==> src/rtl/io_bus_pkg.sv <==
// io_bus_pkg
// Shared definitions for the memory-mapped IO responder: register byte
// offsets on the CPU IO bus and the state encoding of the button debounce FSM.
package io_bus_pkg;

    // Register byte offsets, decoded from io_addr[7:0]
    localparam logic [7:0] IO_LED      = 8'h00;
    localparam logic [7:0] IO_SEG_RDY  = 8'h04;
    localparam logic [7:0] IO_SEG_DATA = 8'h08;
    localparam logic [7:0] IO_SWX_VLD  = 8'h0C;
    localparam logic [7:0] IO_SWX_DATA = 8'h10;
    localparam logic [7:0] IO_CNT      = 8'h14;

    // Debounce FSM: the IDLE states hold a stable debounced level, and the
    // WAIT states count cycles in which the input disagrees with that level.
    typedef enum logic [1:0] {
        DB_IDLE_LO = 2'b00,
        DB_WAIT_HI = 2'b01,
        DB_IDLE_HI = 2'b10,
        DB_WAIT_LO = 2'b11
    } db_state_e;

endpackage

==> src/rtl/btn_debounce.sv <==
// btn_debounce
// Synchronizes a raw asynchronous button, debounces it and emits a one-cycle
// press pulse on each accepted low-to-high transition of the debounced level.
// Ports:
//   clk   - system clock
//   rst   - synchronous active-high reset
//   btn   - raw asynchronous button input
//   press - one-cycle pulse, high in the cycle before the debounced level rises
// A clean rise on btn shows up as press 2 + DEBOUNCE cycles later.
module btn_debounce
    import io_bus_pkg::*;
#(
    parameter int DEBOUNCE = 16
) (
    input  logic clk,
    input  logic rst,
    input  logic btn,
    output logic press
);

    localparam int CNT_W = (DEBOUNCE > 1) ? $clog2(DEBOUNCE) : 1;
    localparam logic [CNT_W-1:0] CNT_LAST = CNT_W'(DEBOUNCE - 1);
    localparam logic [CNT_W-1:0] CNT_ONE  = CNT_W'(1);
    localparam logic [CNT_W-1:0] CNT_ZERO = CNT_W'(0);

    logic             sync1_r;
    logic             sync2_r;
    db_state_e        state_r;
    db_state_e        state_s;
    logic [CNT_W-1:0] cnt_r;
    logic [CNT_W-1:0] cnt_s;

    // Two-flop synchronizer for the asynchronous button
    always_ff @(posedge clk) begin
        if (rst) begin
            sync1_r <= 1'b0;
            sync2_r <= 1'b0;
        end else begin
            sync1_r <= btn;
            sync2_r <= sync1_r;
        end
    end

    // FSM state and disagreement counter registers
    always_ff @(posedge clk) begin
        if (rst) begin
            state_r <= DB_IDLE_LO;
            cnt_r   <= CNT_ZERO;
        end else begin
            state_r <= state_s;
            cnt_r   <= cnt_s;
        end
    end

    // Next-state logic: any agreeing cycle in a WAIT state abandons the count
    always_comb begin
        state_s = state_r;
        cnt_s   = cnt_r;
        case (state_r)
            DB_IDLE_LO: begin
                cnt_s = CNT_ZERO;
                if (sync2_r) begin
                    state_s = DB_WAIT_HI;
                end else begin
                    state_s = DB_IDLE_LO;
                end
            end
            DB_WAIT_HI: begin
                if (!sync2_r) begin
                    state_s = DB_IDLE_LO;
                    cnt_s   = CNT_ZERO;
                end else if (cnt_r == CNT_LAST) begin
                    state_s = DB_IDLE_HI;
                    cnt_s   = CNT_ZERO;
                end else begin
                    state_s = DB_WAIT_HI;
                    cnt_s   = cnt_r + CNT_ONE;
                end
            end
            DB_IDLE_HI: begin
                cnt_s = CNT_ZERO;
                if (!sync2_r) begin
                    state_s = DB_WAIT_LO;
                end else begin
                    state_s = DB_IDLE_HI;
                end
            end
            DB_WAIT_LO: begin
                if (sync2_r) begin
                    state_s = DB_IDLE_HI;
                    cnt_s   = CNT_ZERO;
                end else if (cnt_r == CNT_LAST) begin
                    state_s = DB_IDLE_LO;
                    cnt_s   = CNT_ZERO;
                end else begin
                    state_s = DB_WAIT_LO;
                    cnt_s   = cnt_r + CNT_ONE;
                end
            end
            default: begin
                state_s = DB_IDLE_LO;
                cnt_s   = CNT_ZERO;
            end
        endcase
    end

    // Output logic: press marks the cycle whose edge flips the level high
    always_comb begin
        press = 1'b0;
        case (state_r)
            DB_WAIT_HI: begin
                if (sync2_r && (cnt_r == CNT_LAST)) begin
                    press = 1'b1;
                end else begin
                    press = 1'b0;
                end
            end
            default: press = 1'b0;
        endcase
    end

endmodule

==> src/rtl/io_bus_responder.sv <==
// io_bus_responder
// Peripheral-side responder on the CPU memory-mapped IO bus. Holds the LED
// and 7-segment registers, a switch-capture handshake driven by a debounced
// confirm button, a display-ready handshake and a free-running cycle counter.
// Ports:
//   clk      - system clock
//   rst      - synchronous active-high reset
//   io_addr  - byte offset of the access
//   io_dout  - CPU write data
//   io_we    - CPU write strobe, one cycle per store
//   io_din   - read data to the CPU, combinational from io_addr
//   sw       - raw switches, sampled on a button press
//   btn      - raw asynchronous confirm button
//   led      - LED register
//   seg_data - 7-segment display value
module io_bus_responder
    import io_bus_pkg::*;
#(
    parameter int SW_W     = 16,
    parameter int DEBOUNCE = 16,
    parameter int SEG_HOLD = 8
) (
    input  logic            clk,
    input  logic            rst,
    input  logic [7:0]      io_addr,
    input  logic [31:0]     io_dout,
    input  logic            io_we,
    output logic [31:0]     io_din,
    input  logic [SW_W-1:0] sw,
    input  logic            btn,
    output logic [SW_W-1:0] led,
    output logic [31:0]     seg_data
);

    localparam int HOLD_W = (SEG_HOLD > 1) ? $clog2(SEG_HOLD) : 1;
    localparam logic [HOLD_W-1:0] HOLD_LOAD = HOLD_W'(SEG_HOLD - 1);
    localparam logic [HOLD_W-1:0] HOLD_ONE  = HOLD_W'(1);
    localparam logic [HOLD_W-1:0] HOLD_ZERO = HOLD_W'(0);

    logic              press_s;
    logic              led_we_s;
    logic              seg_we_s;
    logic              swx_clr_s;

    logic [SW_W-1:0]   led_r;
    logic [31:0]       seg_data_r;
    logic [31:0]       seg_data_s;
    logic              seg_rdy_r;
    logic              seg_rdy_s;
    logic [HOLD_W-1:0] hold_r;
    logic [HOLD_W-1:0] hold_s;
    logic              vld_r;
    logic              vld_s;
    logic              ovr_r;
    logic              ovr_s;
    logic [SW_W-1:0]   swx_data_r;
    logic [SW_W-1:0]   swx_data_s;
    logic [31:0]       cnt_r;

    btn_debounce #(
        .DEBOUNCE (DEBOUNCE)
    ) u_btn_debounce (
        .clk   (clk),
        .rst   (rst),
        .btn   (btn),
        .press (press_s)
    );

    assign led      = led_r;
    assign seg_data = seg_data_r;

    // Write strobe decode
    always_comb begin
        led_we_s  = io_we && (io_addr == IO_LED);
        seg_we_s  = io_we && (io_addr == IO_SEG_DATA);
        swx_clr_s = io_we && (io_addr == IO_SWX_VLD);
    end

    // Display handshake: a write is only accepted while seg_rdy is high, then
    // seg_rdy stays low for SEG_HOLD cycles (load SEG_HOLD-1, release at zero).
    always_comb begin
        seg_data_s = seg_data_r;
        seg_rdy_s  = seg_rdy_r;
        hold_s     = hold_r;
        if (seg_we_s && seg_rdy_r) begin
            seg_data_s = io_dout;
            seg_rdy_s  = 1'b0;
            hold_s     = HOLD_LOAD;
        end else if (!seg_rdy_r) begin
            if (hold_r == HOLD_ZERO) begin
                seg_rdy_s = 1'b1;
            end else begin
                hold_s = hold_r - HOLD_ONE;
            end
        end else begin
            seg_rdy_s = 1'b1;
        end
    end

    // Switch capture handshake: a SWX_VLD write clears first, so a press in
    // the same cycle sees an empty slot and captures fresh data.
    always_comb begin
        vld_s      = vld_r;
        ovr_s      = ovr_r;
        swx_data_s = swx_data_r;
        if (swx_clr_s) begin
            vld_s = 1'b0;
            ovr_s = 1'b0;
        end else begin
            vld_s = vld_r;
            ovr_s = ovr_r;
        end
        if (press_s) begin
            if (vld_s) begin
                ovr_s = 1'b1;
            end else begin
                vld_s      = 1'b1;
                swx_data_s = sw;
            end
        end else begin
            swx_data_s = swx_data_r;
        end
    end

    // Register bank; reset wins over any write or capture in the same cycle
    always_ff @(posedge clk) begin
        if (rst) begin
            led_r      <= {SW_W{1'b0}};
            seg_data_r <= 32'h0000_0000;
            seg_rdy_r  <= 1'b1;
            hold_r     <= HOLD_ZERO;
            vld_r      <= 1'b0;
            ovr_r      <= 1'b0;
            swx_data_r <= {SW_W{1'b0}};
            cnt_r      <= 32'h0000_0000;
        end else begin
            if (led_we_s) begin
                led_r <= io_dout[SW_W-1:0];
            end
            seg_data_r <= seg_data_s;
            seg_rdy_r  <= seg_rdy_s;
            hold_r     <= hold_s;
            vld_r      <= vld_s;
            ovr_r      <= ovr_s;
            swx_data_r <= swx_data_s;
            cnt_r      <= cnt_r + 32'h0000_0001;
        end
    end

    // Read mux: combinational, no side effects
    always_comb begin
        io_din = 32'h0000_0000;
        case (io_addr)
            IO_SEG_RDY:  io_din = {31'h0000_0000, seg_rdy_r};
            IO_SWX_VLD:  io_din = {30'h0000_0000, ovr_r, vld_r};
            IO_SWX_DATA: io_din[SW_W-1:0] = swx_data_r;
            IO_CNT:      io_din = cnt_r;
            default:     io_din = 32'h0000_0000;
        endcase
    end

endmodule
==> config.mk <==
export PLATFORM = sky130hd
export DESIGN_NAME = io_bus_responder
export DESIGN_NICKNAME = d
export VERILOG_FILES = /design/src/rtl/io_bus_pkg.sv /design/src/rtl/btn_debounce.sv /design/src/rtl/io_bus_responder.sv
export SDC_FILE = /design/constraint.sdc
export NUM_CORES = 1
export LEC_CHECK = 0
export ABC_AREA = 1
export CORE_ASPECT_RATIO = 1.75
export CORE_MARGIN = 2
export CORE_UTILIZATION = 50
export CTS_BUF_LIST = sky130_fd_sc_hd__clkbuf_2
export DETAILED_ROUTE_END_ITERATION = 8
export PLACE_DENSITY = 0.82
export SLEW_MARGIN = 20
export SYNTH_ARGS = -nofsm -noshare
export SYNTH_HDL_FRONTEND = slang
export SYNTH_SLANG_ARGS = --single-unit
==> constraint.sdc <==
create_clock -name clk -period 2.1 [get_ports clk]
set_input_delay 0.42 -clock clk [delete_from_list [all_inputs] [get_ports clk]]
set_output_delay 0.42 -clock clk [all_outputs]
set_load 0.01 [all_outputs]
[Yosys cells after proc, flatten, opt, wreduce, memory -nomap -nowiden]
Cells that the tools add are included.
Storage, ports and cells
  flip-flop bits (word level): 110
  input bits: 60
  output and inout port bits: 80
  word-level logic and storage cells: 64
Operators by class
  $add $sub $neg: 3
  eq/ne operators: 11
  multiplexer cells: 26
  bitwise gates (word level): 1
  reduce and logical (&&, ||, !) cells: 11
Operators with widths (number)
  $pmux 16 s4: 1
  $add 32x1->32 const B: 1
  $eq 8x4->1 const B: 2
  $eq 8x5->1 const B: 2
  $mux 16: 1
  $mux 1: 12
  $mux 4: 3
  $pmux 4 s3: 1
  $mux 3: 3
  $eq 8x3->1 const B: 1
  $logic_not 8->1: 1
  $mux 2: 4
  $pmux 2 s4: 1
  $logic_and 1x1->1: 5
  $add 4x1->4 const B: 1
  $eq 2x2->1 const B: 2
  $eq 4x4->1 const B: 1
  $reduce_and 2->1: 2
  $logic_not 3->1: 1
  $sub 3x1->3 const B: 1
  $eq 2x1->1 const B: 1
  $logic_not 2->1: 1
  $ne 2x1->1 const B: 1
  $ne 2x2->1 const B: 1
  2 further kinds: 2

[Logic depth before layout (Yosys ltp)]
Gate-level depths: netlist of run 1.
  depth after elaboration: 5
  depth in mapped cells: 9
  gate-level depth less buffers: 8

[Cells and area by module]
From an unflattened synthesis of run 1, not the netlist that was laid out.
Unflattened totals
  cells, all modules: 748
  area total of the unflattened synthesis: 5121.2 sq um
Modules (own cells, without submodules)
  io_bus_responder: instances 1, cells an instance 709, area each 4809.6 sq um, sequential area each 2042.0 sq um
  btn_debounce: instances 1, cells an instance 39, area each 311.5 sq um, sequential area each 160.2 sq um

[Worst setup path after synthesis of run 1]
Ideal clock, no wire load.
  path kind: in2out
  from: input io_addr[6]
  to: output io_din[10]
  arrival: 1326 ps
  required time: 1680 ps
  slack: 354 ps
  stages: 6
  path buffers: 1
  path through: inv_1 -> nand2_2 -> nor3_1 -> nand3_1 -> clkbuf_1 -> o21ai_0
Between the ends
  longest elaborated chain between the ends: 2
  elaborated cells on any way between the ends: 5
  those cells by class: eq/ne (4); mux (1)
RTL lines
  start: declaration: RTL line io_bus_responder.sv:25  | input logic [7:0] io_addr,
  $eq 8x5->1 (tied with other cells): RTL line io_bus_responder.sv:153  | case (io_addr)
  $pmux 16 s4 *: RTL line io_bus_responder.sv:153
  end: declaration: RTL line io_bus_responder.sv:28  | output logic [31:0] io_din,
Every way passes the cells marked *; elsewhere a longest branch is shown, timed or not.

[Worst setup path after layout of run 1]
  from: input io_addr[6]
  to: output io_din[0]
The elaborated chain is that of the path after synthesis.

==> results.json, run 1 <==
{
  "timing.rr.start": "cnt_r[1]$_SDFF_PP0_",
  "mostFrequentLayoutCell": "nand2_1",
  "antenna_left": 0,
  "clk_pin_slew_ps": 270,
  "ios": 140,
  "min_path_cells": 3,
  "core_area_um2": 10300,
  "yosys_warnings": 0,
  "dr.pass1.iters": 7,
  "hold_viol_final": 0,
  "layout-drive-gt1-share": 0.122,
  "routed_wirelength_um": 14600,
  "initial_core_util": 0.512,
  "async_flop_share": 0,
  "grt_start_max_net_pins": 45,
  "die_area_um2": 11400,
  "clock_skew_ps": 25.3,
  "setup_tns_ps": 0,
  "hold_path.class": "in -> reg",
  "peakVddDrop_v": 0.000348,
  "synth_nets": 855,
  "startpoint_type": "input pin",
  "hp-start": "btn",
  "num_vias": 5332,
  "slew_viol_final": 0,
  "wire_per_inst_um": 13.6,
  "nets": 1000,
  "grt_pass1_vias": 5052,
  "maxSlewHeadroom": 0.701,
  "cts_buffers": 9,
  "final_cells": 1068,
  "fp.dieW_um": 81.7,
  "root_buffer": "clkbuf_2",
  "clock_latency_ps": 590,
  "place_inst": 1042,
  "num_rows": 49,
  "whs_ps": 320,
  "finalCritPeriodShare": 1.00,
  "vias_per_cell": 4.99,
  "clockBufferDepth": 2,
  "syn_inst": 791,
  "finalWeightedCongestion": 1.02,
  "htreeDepth": 3,
  "drc": 0,
  "status": "complete, no violations",
  "cts_sinks": 110,
  "grt_pass1_wl_um": 22800,
  "setup_viol": 0,
  "synth_cell_types": 29,
  "max_slew.worst_pin.slew_ps": 449,
  "cap_violations": 0,
  "hpwlAfterDp_um": 10500,
  "power_density_nw_per_um2": 467,
  "synth_area_um2": 5280,
  "syn2layout_area_growth_pct": 31.8,
  "grt_antenna_before_repair": 1,
  "fmax_mhz": 476,
  "crit_type": "in -> out",
  "die_y_um": 140,
  "synth_edf_count": 0,
  "ys_ff_latch": 110,
  "track_usage": 0.256,
  "critPathMaxFanout": 5,
  "port_buffers": 139,
  "synth_area_per_cell_um2": 6.67,
  "overflow": 0,
  "leakagePower_nw": 2.68,
  "worstPathArrival_ps": 1680,
  "mostFrequentLayoutCells": "nand2_1, nor2_1, inv_1",
  "regToRegEndpoint": "cnt_r[12]$_SDFF_PP0_",
  "crit_path_start": "io_addr[6]",
  "r2r_slack_ps": 350,
  "ys.flop_type": "dfxtp_1",
  "drtIter0Drc": 263,
  "ys_seq_area_frac": 0.417,
  "whs_endpoint": "u_btn_debounce.sync1_r$_SDFF_PP0_",
  "fillCellCount": 916,
  "fin_crit_ps": 2100,
  "cts_tree": "yes",
  "cp.required_ps": 1680,
  "cp-end-kind": "output port",
  "worstRegToRegCells": 7
}
==> cell usage after synthesis (2+ instances only) <==
| cell type | instances | share of area |
|---|---|---|
| a21oi_1 | 74 | 0.070 |
| buf_1 | 3 | 0.0021 |
| buf_2 | 3 | 0.0028 |
| buf_4 | 5 | 0.0071 |
| buf_6 | 9 | 0.019 |
| clkbuf_1 | 12 | 0.0085 |
| dfxtp_1 | 110 | 0.42 |
| ha_1 | 4 | 0.0095 |
| inv_1 | 128 | 0.091 |
| nand2_1 | 172 | 0.12 |
| nand2_2 | 4 | 0.0047 |
| nand3_1 | 34 | 0.032 |
| nand3_2 | 4 | 0.0076 |
| nand4_1 | 7 | 0.0083 |
| nor2_1 | 142 | 0.10 |
| nor2_2 | 3 | 0.0036 |
| nor2_4 | 4 | 0.0085 |
| nor3_1 | 2 | 0.0019 |
| o21ai_0 | 55 | 0.052 |
| xor2_1 | 7 | 0.012 |
==> final cells by class <==
cell class / count / area (um^2) / area share
multi-input cells: 521 / 2450 / 0.352
diodes: 1 / 2.50 / 0.000360
clock inverters: 6 / 46.3 / 0.00665
repair buffers: 166 / 1570 / 0.226
inverters: 128 / 483 / 0.0694
well taps: 127 / 159 / 0.0228
flip-flops and latches: 110 / 2200 / 0.317
clock buffers: 9 / 45.0 / 0.00647
==> metal layers <==
metal,share of wire,up-vias,wire length [um],GRT usage
met2,0.51,194,7430,0.442
met3,0.072,50,1050,0.0728
li1,-,2726,-,-
met1,0.36,2362,5280,0.264
met4,0.055,0,800,0.156
met5,0,-,0,0
==> power by group <==
| group | switching, W | internal, W |
|---|---|---|
| combinational | 0.000114 | 0.000148 |
| sequential | 0.00000960 | 0.00211 |
| clock | 0.000707 | 0.000160 |
==> critical path, cell delays in order <==
cell	delay (ps)
buf_6	90
inv_2	50
nand2_4	50
nor3_4	180
buf_6	140
nand3_4	170
buf_6	180
o211ai_1	210
buf_2	180
==> through the flow <==
stage,area (um^2),total power (W),utilization,setup slack [ps]
6_report,6960,0.00325,0.675,0.723
3_5_place_dp,6810,0.00240,0.661,-715
4_1_cts,6980,0.00326,0.678,9.06
3_3_place_gp,6810,0.00240,0.661,-675
2_1_floorplan,5280,0.00225,-,354
5_1_grt,6960,0.00337,0.675,-12.6
==> repair_timing <==
action	in CTS	in global routing
hold endpoints to repair	0	0
pin swaps	6	8
gates resized for setup	140	43
gates cloned	2	2
buffers inserted	6	2
hold buffers	0	0
setup endpoints to repair	32	32
==> flip-flops by register name (all words and copies together) (netlist names) <==
name	count
cnt_r	32
hold_r	3
led	16
ovr_r	1
seg_data	32
seg_rdy_r	1
swx_data_r	16
u_btn_debounce.cnt_r	4
u_btn_debounce.state_r	2
u_btn_debounce.sync1_r	1
u_btn_debounce.sync2_r	1
vld_r	1
==> worst max-delay path by stage <==
stage                     depth (start not counted)  slack, ps    endpoint
after global routing                              9        -10   io_din[0]
after floorplan                                   6        350  io_din[10]
after detailed placement                          7       -710  io_din[11]
after CTS                                        11          9  io_din[11]
final                                             9        0.7   io_din[0]
after global placement                            7       -680  io_din[14]
==> cells by family (layout without fill, tap and decap cells) <==
group / count (synthesis) / after routing / share of synthesized area
compound gates: 132 / 132 / 0.127
xor+xnor: 8 / 8 / 0.0133
fa+ha+maj: 4 / 4 / 0.00949
buf+inv: 160 / 309 / 0.131
flops: 110 / 110 / 0.417
other cells: 0 / 1 / 0
simple gates: 377 / 377 / 0.302
Power figures use the tool's default switching activity.
==> run 2, diff against run 1 <==
--- a/config.mk
+++ b/config.mk
@@ -6,7 +6,6 @@
 export NUM_CORES = 1
 export LEC_CHECK = 0
 export ABC_AREA = 1
-export CORE_ASPECT_RATIO = 1.75
 export CORE_MARGIN = 2
 export CORE_UTILIZATION = 50
 export CTS_BUF_LIST = sky130_fd_sc_hd__clkbuf_2
==> run 2 against run 1 <==
Against the previous run: combinational power grew 2%; via count fell by 1.3%; clock skew up 38 ps; worst hold slack improved by 37 ps; global-route usage is 0.98 points lower; sequential cell count unchanged; critical path type is now reg -> out; sequential power barely moved; clock-buffer cell count did not move; cell count increased by 0.47%; fmax increased by 3.9%; highest routed layer unchanged.
==> results.json, run 2 (synthesized netlist as in run 1, its figures left out) <==
{
  "clock_latency_ps": 610,
  "cp.required_ps": 1680,
  "status": "complete, no violations",
  "fillCellCount": 924,
  "use_met3": 0.0498,
  "drtIter0Drc": 330,
  "maxSlewHeadroom": 0.689,
  "finalCritPeriodShare": 0.962,
  "critPathMaxFanout": 2,
  "cap_violations": 0,
  "design_area_um2": 6990,
  "routed_wirelength_um": 13800,
  "die_area_um2": 11400,
  "crit_buf_inv": 1,
  "die_y_um": 107,
  "antenna_left": 0,
  "final_cells": 1073,
  "fp.dieW_um": 107,
  "port_buffers": 139,
  "place_inst": 1051,
  "hold_path.class": "in -> reg",
  "mostFrequentLayoutCell": "nand2_1",
  "slew_viol_final": 0,
  "crit_chain": "clkdlybuf4s50_1",
  "dr.pass1.iters": 5,
  "drc": 0,
  "cp-end-kind": "output port",
  "crit_type": "reg -> out",
  "cts_tree": "yes",
  "power_density_nw_per_um2": 512,
  "final_core_util": 0.680,
  "num_vias": 5264,
  "grt_util_met2": 0.412,
  "worstPathArrival_ps": 1600,
  "startpoint_type": "flop",
  "post_dp_cell_area_um2": 6830,
  "clockBufferDepth": 2,
  "core_area_um2": 10300,
  "grt_pass1_wl_um": 22600,
  "syn2layout_area_growth_pct": 32.5,
  "grt_use_met1": 0.312,
  "mostFrequentLayoutCells": "nand2_1, nor2_1, inv_1",
  "grt_start_max_net_pins": 65,
  "track_usage": 0.246,
  "peakVddDrop_v": 0.000372,
  "fmax_mhz": 495,
  "slowest_stage": "clkdlybuf4s50_1",
  "setup_viol": 0,
  "overflow": 0,
  "vias_per_cell": 4.91,
  "top_usage_layer": "met2",
  "critPathMaxStageDelay_ps": 570,
  "grt_antenna_before_repair": 1,
  "cp_top_family": "buffers and inverters",
  "num_rows": 37,
  "crit_path_start": "led[2]$_SDFFE_PP0P_",
  "cts_sinks": 110,
  "rsz0062_at_grt": "false",
  "finalWeightedCongestion": 0.882,
  "leakagePower_nw": 2.70,
  "max_slew.worst_pin.slew_ps": 466,
  "htreeDepth": 3,
  "hold_viol_final": 0,
  "clock_skew_ps": 63.6,
  "ios": 140,
  "cts_buffers": 9,
  "hpwlAfterDp_um": 9830,
  "fin_crit_ps": 2020,
  "root_buffer": "clkbuf_2",
  "grt_pass1_vias": 4735,
  "timing.rr.start": "u_btn_debounce.cnt_r[0]$_SDFF_PP0_",
  "wire_per_inst_um": 12.9,
  "initial_core_util": 0.513,
  "layout-drive-gt1-share": 0.114,
  "clk_pin_slew_ps": 360,
  "nets": 995,
  "hp-start": "btn"
}
-- run 2: cell types whose count changed in the layout (fill, tap and decap cells not counted), sizes merged --
| cell | before | now |
|---|---|---|
| buf | 51 | 55 |
| clkinvlp | 1 | 0 |
| clkbuf | 21 | 11 |
| dlygate4sd2 | 2 | 3 |
| inv | 130 | 132 |
| bufinv | 0 | 2 |
| clkinv | 3 | 1 |
-- run 2: area by class of cell --
type | instances | area, um^2 | share of cell area
Timing Repair Buffer | 161 | 1540 | 0.220
Clock inverter | 7 | 111 | 0.0159
Tap cell | 136 | 170 | 0.0243
Sequential cell | 110 | 2210 | 0.316
Clock buffer | 9 | 45.0 | 0.00644
Antenna cell | 1 | 2.50 | 0.000358
Inverter | 128 | 488 | 0.0698
Multi-Input combinational cell | 521 | 2430 | 0.348
-- run 2: path summary, 6_finish.rpt --
path | endpoint | cells past startpoint | slack (ps)
setup / recovery | led[2] | 1 | 80
hold / removal | u_btn_debounce.sync1_r$_SDFF_PP0_ | 3 | 360
setup reg to reg | swx_data_r[15]$_SDFFE_PP0P_ | 8 | 420
hold reg to reg | u_btn_debounce.sync2_r$_SDFF_PP0_ | 2 | 460
-- run 2: per-layer routing --
metal | vias to the layer above | part of all wire
li1 | 2718 | -
met1 | 2373 | 0.44
met2 | 150 | 0.48
met3 | 23 | 0.062
met4 | 0 | 0.020
met5 | - | 0
-- run 2: worst reg2reg max path, cell delays in order, from the launching register on --
cell     delay [ps]
dfxtp_1         420
ha_1            210
nand3_2         120
nor2_2          130
nand2_2         110
nor2_8          380
nand3_1         170
nand2_1          80
nor2_1           30
-- run 2: what timing repair did --
| action | CTS | global route |
|---|---|---|
| endpoints found under the setup margin | 32 | 27 |
| hold buffers | 0 | 0 |
| buffers inserted | 2 | 1 |
| resized for setup | 162 | 17 |
| pin swaps | 6 | 7 |
| gates cloned | 2 | 1 |
-- run 2: report_power, final --
group	internal [W]	switching, W	total, W
logic	0.000148	0.000119	0.000267
clock network	0.000430	0.000761	0.00119
registers	0.00211	0.00000931	0.00212
-- run 2: through the flow --
step	hold slack (ps)	total power [W]	setup WS [ps]	setup TNS, ps
2_1_floorplan	388	0.00225	354	0
5_1_grt	318	0.00371	1.22	0
3_3_place_gp	408	0.00240	-630	-18760
4_1_cts	311	0.00359	0.723	0
3_5_place_dp	432	0.00241	-761	-22600
6_report	357	0.00358	78.8	0
